`config.mk`:
```
export PLATFORM = sky130hd
export DESIGN_NAME = w25q32jv_read_arbiter_flat
export DESIGN_NICKNAME = d
export VERILOG_FILES = /design/src/rtl/w25q32jv_read_arbiter_if.sv /design/src/rtl/w25q32jv_read_arbiter.sv /design/src/flat_wrapper.sv
export SDC_FILE = /design/constraint.sdc
export NUM_CORES = 1
export LEC_CHECK = 0
export ABC_CLOCK_PERIOD_IN_PS = 2000
export BUFFER_PORTS_ARGS = -buffer_cell sky130_fd_sc_hd__buf_4
export CAP_MARGIN = 25
export CORE_AREA = 2 2 127 129
export DETAILED_ROUTE_END_ITERATION = 7
export DIE_AREA = 0 0 129 131
export GPL_ROUTABILITY_DRIVEN = 0
export GPL_TIMING_DRIVEN = 0
export PLACE_DENSITY_LB_ADDON = 0.05
export SYNTH_ARGS = -nofsm -noshare
export SYNTH_HDL_FRONTEND = slang
export SYNTH_SLANG_ARGS = --single-unit
```
`constraint.sdc`:
```
create_clock -name clk -period 2 [get_ports clk]
set_input_delay 0.1 -clock clk [delete_from_list [all_inputs] [get_ports clk]]
set_output_delay 0.1 -clock clk [all_outputs]
set_load 0.03 [all_outputs]
```
`src/rtl/w25q32jv_read_arbiter_if.sv`:
```
// Bundle of requester-side and fast-read-engine-side signals for the W25Q32JV read arbiter.
// The slave modport is the arbiter's view; master is the clients-plus-engine view.
interface w25q32jv_read_arbiter_if #(
  parameter int unsigned LEN_W = 8
);
  logic [1:0]       req;
  logic [23:0]      addr0;
  logic [23:0]      addr1;
  logic [LEN_W-1:0] len0;
  logic [LEN_W-1:0] len1;
  logic [1:0]       gnt;
  logic [15:0]      rdata;
  logic [1:0]       rvalid;
  logic [1:0]       done;
  logic [1:0]       err;
  logic             busy;
  logic             fs_start;
  logic [23:0]      fs_addr;
  logic             fs_done;
  logic [7:0]       fs_data1;
  logic [7:0]       fs_data2;

  modport slave (
    input  req, addr0, addr1, len0, len1, fs_done, fs_data1, fs_data2,
    output gnt, rdata, rvalid, done, err, busy, fs_start, fs_addr
  );

  modport master (
    output req, addr0, addr1, len0, len1, fs_done, fs_data1, fs_data2,
    input  gnt, rdata, rvalid, done, err, busy, fs_start, fs_addr
  );
endinterface

```
`src/rtl/w25q32jv_read_arbiter.sv`:
```
// Round-robin arbiter sharing one W25Q32JV fast-read engine between two burst requesters;
// each burst is split into one engine command per 16-bit word with a per-word watchdog.
module w25q32jv_read_arbiter #(
  parameter int unsigned LEN_W   = 8,
  parameter int unsigned GAP_CYC = 4,
  parameter int unsigned TMO_CYC = 4096
) (
  input logic                    clk,
  input logic                    arstn,
  w25q32jv_read_arbiter_if.slave bus
);

  localparam int unsigned TmoW = (TMO_CYC > 1) ? $clog2(TMO_CYC) : 1;
  localparam int unsigned GapW = (GAP_CYC > 1) ? $clog2(GAP_CYC) : 1;

  typedef enum logic [2:0] {StIdle, StStart, StWait, StDeliver, StGap} state_e;

  state_e           state_q, state_d;
  logic             rr_q, rr_d;
  logic             owner_q, owner_d;
  logic             zlen_q, zlen_d;
  logic [23:0]      cur_addr_q, cur_addr_d;
  logic [LEN_W-1:0] cur_len_q, cur_len_d;
  logic [TmoW-1:0]  tmo_q, tmo_d;
  logic [GapW-1:0]  gap_q, gap_d;
  logic             fs_done_q;
  logic [1:0]       gnt_q, gnt_d;
  logic             busy_q, busy_d;
  logic [15:0]      rdata_q, rdata_d;
  logic [1:0]       rvalid_q, rvalid_d;
  logic [1:0]       done_q, done_d;
  logic [1:0]       err_q, err_d;
  logic             fs_start_q, fs_start_d;
  logic [23:0]      fs_addr_q, fs_addr_d;
  logic             fs_edge;
  logic             win;

  assign fs_edge = bus.fs_done & ~fs_done_q;

  always_comb begin
    state_d    = state_q;
    rr_d       = rr_q;
    owner_d    = owner_q;
    zlen_d     = zlen_q;
    cur_addr_d = cur_addr_q;
    cur_len_d  = cur_len_q;
    tmo_d      = tmo_q;
    gap_d      = gap_q;
    gnt_d      = gnt_q;
    rdata_d    = rdata_q;
    fs_addr_d  = fs_addr_q;
    rvalid_d   = 2'b00;
    done_d     = 2'b00;
    err_d      = 2'b00;
    fs_start_d = 1'b0;
    win        = 1'b0;

    case (state_q)
      StIdle: begin
        if (zlen_q) begin
          // Zero-length burst: finish one cycle after the grant without touching the engine.
          done_d[owner_q] = 1'b1;
          gnt_d           = 2'b00;
          rr_d            = ~owner_q;
          zlen_d          = 1'b0;
        end else if (bus.req != 2'b00) begin
          win        = (&bus.req) ? rr_q : bus.req[1];
          owner_d    = win;
          gnt_d      = win ? 2'b10 : 2'b01;
          cur_addr_d = win ? bus.addr1 : bus.addr0;
          cur_len_d  = win ? bus.len1 : bus.len0;
          if (cur_len_d == '0) begin
            zlen_d = 1'b1;
          end else begin
            state_d = StStart;
          end
        end
      end
      StStart: begin
        fs_start_d = 1'b1;
        fs_addr_d  = cur_addr_q;
        tmo_d      = '0;
        state_d    = StWait;
      end
      StWait: begin
        if (fs_edge) begin
          rdata_d = {bus.fs_data1, bus.fs_data2};
          state_d = StDeliver;
        end else if (tmo_q == TmoW'(TMO_CYC - 1)) begin
          err_d[owner_q]  = 1'b1;
          done_d[owner_q] = 1'b1;
          gnt_d           = 2'b00;
          rr_d            = ~owner_q;
          cur_len_d       = '0;
          gap_d           = '0;
          state_d         = StGap;
        end else begin
          tmo_d = tmo_q + TmoW'(1);
        end
      end
      StDeliver: begin
        rvalid_d[owner_q] = 1'b1;
        cur_addr_d        = cur_addr_q + 24'd2;
        cur_len_d         = cur_len_q - LEN_W'(1);
        if (cur_len_d == '0) begin
          done_d[owner_q] = 1'b1;
          rr_d            = ~owner_q;
        end
        gap_d   = '0;
        state_d = StGap;
      end
      StGap: begin
        if (cur_len_q == '0) begin
          gnt_d = 2'b00;
        end
        if (gap_q == GapW'(GAP_CYC - 1)) begin
          state_d = (cur_len_q != '0) ? StStart : StIdle;
        end else begin
          gap_d = gap_q + GapW'(1);
        end
      end
      default: state_d = StIdle;
    endcase

    busy_d = (state_d != StIdle) || zlen_d;
  end

  always_ff @(posedge clk) begin
    if (!arstn) begin
      state_q    <= StIdle;
      rr_q       <= 1'b0;
      owner_q    <= 1'b0;
      zlen_q     <= 1'b0;
      cur_addr_q <= '0;
      cur_len_q  <= '0;
      tmo_q      <= '0;
      gap_q      <= '0;
      fs_done_q  <= 1'b0;
      gnt_q      <= 2'b00;
      busy_q     <= 1'b0;
      rdata_q    <= '0;
      rvalid_q   <= 2'b00;
      done_q     <= 2'b00;
      err_q      <= 2'b00;
      fs_start_q <= 1'b0;
      fs_addr_q  <= '0;
    end else begin
      state_q    <= state_d;
      rr_q       <= rr_d;
      owner_q    <= owner_d;
      zlen_q     <= zlen_d;
      cur_addr_q <= cur_addr_d;
      cur_len_q  <= cur_len_d;
      tmo_q      <= tmo_d;
      gap_q      <= gap_d;
      fs_done_q  <= bus.fs_done;
      gnt_q      <= gnt_d;
      busy_q     <= busy_d;
      rdata_q    <= rdata_d;
      rvalid_q   <= rvalid_d;
      done_q     <= done_d;
      err_q      <= err_d;
      fs_start_q <= fs_start_d;
      fs_addr_q  <= fs_addr_d;
    end
  end

  assign bus.gnt      = gnt_q;
  assign bus.busy     = busy_q;
  assign bus.rdata    = rdata_q;
  assign bus.rvalid   = rvalid_q;
  assign bus.done     = done_q;
  assign bus.err      = err_q;
  assign bus.fs_start = fs_start_q;
  assign bus.fs_addr  = fs_addr_q;

endmodule

```
`src/flat_wrapper.sv`:
```
// flat-port wrapper written by rule: the top's interface ports become plain ports
module w25q32jv_read_arbiter_flat 
#(
  parameter int unsigned LEN_W   = 8,
  parameter int unsigned GAP_CYC = 4,
  parameter int unsigned TMO_CYC = 4096
)
  (clk, arstn, bus_req, bus_addr0, bus_addr1, bus_len0, bus_len1, bus_fs_done, bus_fs_data1, bus_fs_data2, bus_gnt, bus_rdata, bus_rvalid, bus_done, bus_err, bus_busy, bus_fs_start, bus_fs_addr);
  w25q32jv_read_arbiter_if #(.LEN_W(LEN_W)) bus_i ();
  input logic clk;
  input logic arstn;
  input wire logic [$bits(bus_i.req)-1:0] bus_req;
  input wire logic [$bits(bus_i.addr0)-1:0] bus_addr0;
  input wire logic [$bits(bus_i.addr1)-1:0] bus_addr1;
  input wire logic [$bits(bus_i.len0)-1:0] bus_len0;
  input wire logic [$bits(bus_i.len1)-1:0] bus_len1;
  input wire logic [$bits(bus_i.fs_done)-1:0] bus_fs_done;
  input wire logic [$bits(bus_i.fs_data1)-1:0] bus_fs_data1;
  input wire logic [$bits(bus_i.fs_data2)-1:0] bus_fs_data2;
  output wire logic [$bits(bus_i.gnt)-1:0] bus_gnt;
  output wire logic [$bits(bus_i.rdata)-1:0] bus_rdata;
  output wire logic [$bits(bus_i.rvalid)-1:0] bus_rvalid;
  output wire logic [$bits(bus_i.done)-1:0] bus_done;
  output wire logic [$bits(bus_i.err)-1:0] bus_err;
  output wire logic [$bits(bus_i.busy)-1:0] bus_busy;
  output wire logic [$bits(bus_i.fs_start)-1:0] bus_fs_start;
  output wire logic [$bits(bus_i.fs_addr)-1:0] bus_fs_addr;
  assign bus_i.req = bus_req;
  assign bus_i.addr0 = bus_addr0;
  assign bus_i.addr1 = bus_addr1;
  assign bus_i.len0 = bus_len0;
  assign bus_i.len1 = bus_len1;
  assign bus_i.fs_done = bus_fs_done;
  assign bus_i.fs_data1 = bus_fs_data1;
  assign bus_i.fs_data2 = bus_fs_data2;
  assign bus_gnt = bus_i.gnt;
  assign bus_rdata = bus_i.rdata;
  assign bus_rvalid = bus_i.rvalid;
  assign bus_done = bus_i.done;
  assign bus_err = bus_i.err;
  assign bus_busy = bus_i.busy;
  assign bus_fs_start = bus_i.fs_start;
  assign bus_fs_addr = bus_i.fs_addr;
  w25q32jv_read_arbiter #(.LEN_W(LEN_W), .GAP_CYC(GAP_CYC), .TMO_CYC(TMO_CYC)) u_core (.clk(clk), .arstn(arstn), .bus(bus_i));
endmodule
```
==> impl_metrics.tcl <==
set metrics [dict create \
    nNetsFinal 918 \
    syn_area_per_cell_um2 7.85 \
    grt_pass1_wl_um 26700 \
    ys_async_sr_fraction 0 \
    track_usage 0.205 \
    dieArea_mm2 0.0169 \
    synth_top_area_frac 0.396 \
    maxCapViolations 0 \
    synth_nets 755 \
    ys.flop_type "dfxtp_1" \
    dr.pass1.iters 4 \
    synth_edf_count 0 \
    grt_max_degree 17 \
    diodes 0 \
    wl_per_cell_um 16.6 \
    clock-sinks 103 \
    core-area_mm2 0.0156 \
    fin_crit_sh 0.985 \
    cp.required_ns 2.29 \
    synth_common_cells "nand2_1, dfxtp_1, a21boi_0" \
    cp_top_family "simple AND/OR/NAND/NOR gates" \
    max-clock-path-buffers 2 \
    dpl-instance-area_mm2 0.00648 \
    viasPerCell 5.08 \
    postRouteAntennaNets 0 \
    path_clk_slew_ns 0.07 \
    fin_util 0.461 \
    crit_path_start_kind "flop" \
    use_met2 0.341 \
    yosysTopAreaCell "dfxtp_1" \
    dp.final_hpwl_um 12900 \
    vias 5327 \
    worst-path-max-fanout 10 \
    hold_class "in2reg" \
    total_power_uw 5890 \
    cts_made_buffers 9 \
    clock_latency_ns 0.36 \
    rows 46 \
    maxSlewViolCount 0 \
    syn_area_mm2 0.00521 \
    use_met3 0.0289 \
    cp_data_arrival_time_ns 2.26 \
    cts_max_level 3 \
    grt_pass1_vias 5044 \
    die_h_um 131 \
    netlist_instances 664 \
    p_per_area_mw_per_mm2 818 \
    ys_types 65 \
    post-route-drc-count 0 \
    die_x_um 129 \
    fin_area_mm2 0.00719 \
    n_fill_cell 1560 \
    finalWirelength_um 17400 \
    grt.overflow.total 0 \
    area_growth_pct 38.1 \
    netlist_top_cells_area "dfxtp_1, nand2_1, a21boi_0, nand3_1, nor2_1" \
    hold_viol 0 \
    io_pins 135 \
    instances_no_fill 1048 \
    fin_skew_ns 0.0102 \
    period_minus_slack_ns 1.97 \
    ys_seq_area_frac 0.396 \
    first_iter_violations 265 \
    worstMarginPinSlew_ns 0.690 \
    criticalPathCategory "reg2reg" \
    top_usage_layer "met2" \
    synth.most_common_cell "nand2_1" \
    antenna_found_initial 0 \
    max-vdd-ir-drop_v 0.000458 \
    ys.warnings.count 0 \
    p_leak_uw 0.00291 \
    relSlewSlack 0.540 \
    status "completed" \
    root_buffer "clkbuf_16" \
    ys_ff_latch 103 \
    initial_core_util 0.334 \
    use_met1 0.269 \
    drive_above_1_share 0.279 \
    path_buf_inv 2 \
    end_kind "flop" \
    setup_viol 0 \
    cts_tree "yes" \
    place_inst 1013 \
    crit_top_cell "or3_4" \
    cpPeakStageDelay_ns 0.43 \
    crit_slowest_cell "or3_4" \
    port_buffers 133 \
    achievable-frequency_mhz 508 \
    crit_path_cell_trace "clkbuf_4 > or3_4 > or3_4 > buf_4 > a21oi_1 > a221oi_2 > nor2b_1" \
]
-- registers in the layout, indices dropped and copies added, names as in the netlist, 2 cells and up --
signal / flops
u_core.bus.fs_addr: 24
u_core.cur_addr_q: 24
u_core.bus.rdata: 16
u_core.tmo_q: 12
u_core.cur_len_q: 8
u_core.state_q: 3
u_core.bus.done: 2
u_core.bus.err: 2
u_core.bus.gnt: 2
u_core.bus.rvalid: 2
u_core.gap_q: 2
-- kinds of logic (layout without fill, tap and decap cells) --
family | after synthesis | count (layout) | synth area share
simple gates | 333 | 333 | 0.309
xor+xnor | 13 | 13 | 0.0219
flops | 103 | 103 | 0.396
buf+inv | 50 | 218 | 0.0394
mux | 15 | 15 | 0.0288
compound gates | 144 | 144 | 0.191
fa+ha+maj | 6 | 6 | 0.0144
-- worst paths after layout --
| kind | to | slack, ns | from | cells after the start |
|---|---|---|---|---|
| hold reg to reg | u_core.bus.fs_addr[13] | 0.47 | u_core.bus.fs_addr[13] | 2 |
| hold / removal | u_core.bus.rdata[4] | 0.006 | bus_fs_data2[4] | 3 |
| setup / recovery | u_core.cur_addr_q[13] | 0.03 | u_core.state_q[2] | 7 |
| setup reg to reg | u_core.cur_addr_q[13] | 0.03 | u_core.state_q[2] | 7 |
-- worst min-delay path, cell delays in order --
cell and delay, ns:
buf_4 0.11, nand2_1 0.04, a21boi_0 0.06
-- report_power, final --
group	switching, uW	total [uW]	internal [uW]
clock network	817	1920	1110
registers	185	2410	2220
logic	895	1550	659
total	1900	5890	3990
-- placed cells by master, fill, tap and decap left out, types with 4 or more instances in the layout --
master,synthesis,layout
clkbuf_1,27,22
and2_1,7,7
o21a_1,4,4
nor2b_1,14,12
nor2_1,42,41
clkbuf_2,0,5
o21ai_0,21,21
o22ai_1,5,5
dlygate4sd3_1,0,5
nor4_1,6,5
dfxtp_1,103,96
mux2i_1,15,15
dfxtp_2,0,7
clkbuf_16,0,9
a211oi_1,8,7
nand4_1,6,6
a21oi_1,21,19
a21boi_1,3,4
nand2_1,166,164
a31oi_1,6,5
xnor2_1,10,10
inv_1,9,8
a21boi_0,44,43
and3_1,11,11
nand3_1,36,35
buf_4,1,152
nor3_1,15,13
buf_2,11,5
-- metal layers --
layer | routed length, um | vias to the layer above | share of wire
met4 | 404 | 0 | 0.023
met1 | 7870 | 2492 | 0.45
met3 | 932 | 27 | 0.054
met2 | 8180 | 157 | 0.47
met5 | 0 | - | 0
li1 | - | 2651 | -
-- timing repair --
action | CTS | global route
gates resized for setup | 18 | 59
hold endpoints to repair | 5 | 0
buffers inserted | 7 | 9
setup endpoints to repair | 49 | 63
pin swaps | 1 | 9
hold buffers | 5 | 0
-- through the flow --
step | hold WS (ns) | setup WS [ns] | TNS, ns
after global placement | 0.312 | -0.425 | -6.75
after floorplan | 0.222 | 0.141 | 0
final | 0.00596 | 0.0308 | 0
after global routing | 0.00453 | -0.0304 | -0.0534
after detailed placement | 0.317 | -0.400 | -7.63
after CTS | 0.00149 | 0.00440 | 0
-- cell type report --
cell class | instances | area (um^2) | area share
buffer | 39 | 204 | 0.0284
clock buffer | 12 | 236 | 0.0329
clock inverter | 4 | 77.6 | 0.0108
inverter | 9 | 33.8 | 0.00470
multi-input combinational | 511 | 3130 | 0.435
sequential | 103 | 2070 | 0.288
tap | 216 | 270 | 0.0376
timing repair buffer | 154 | 1170 | 0.162
Note: power is estimated with default switching activity, not from simulation.
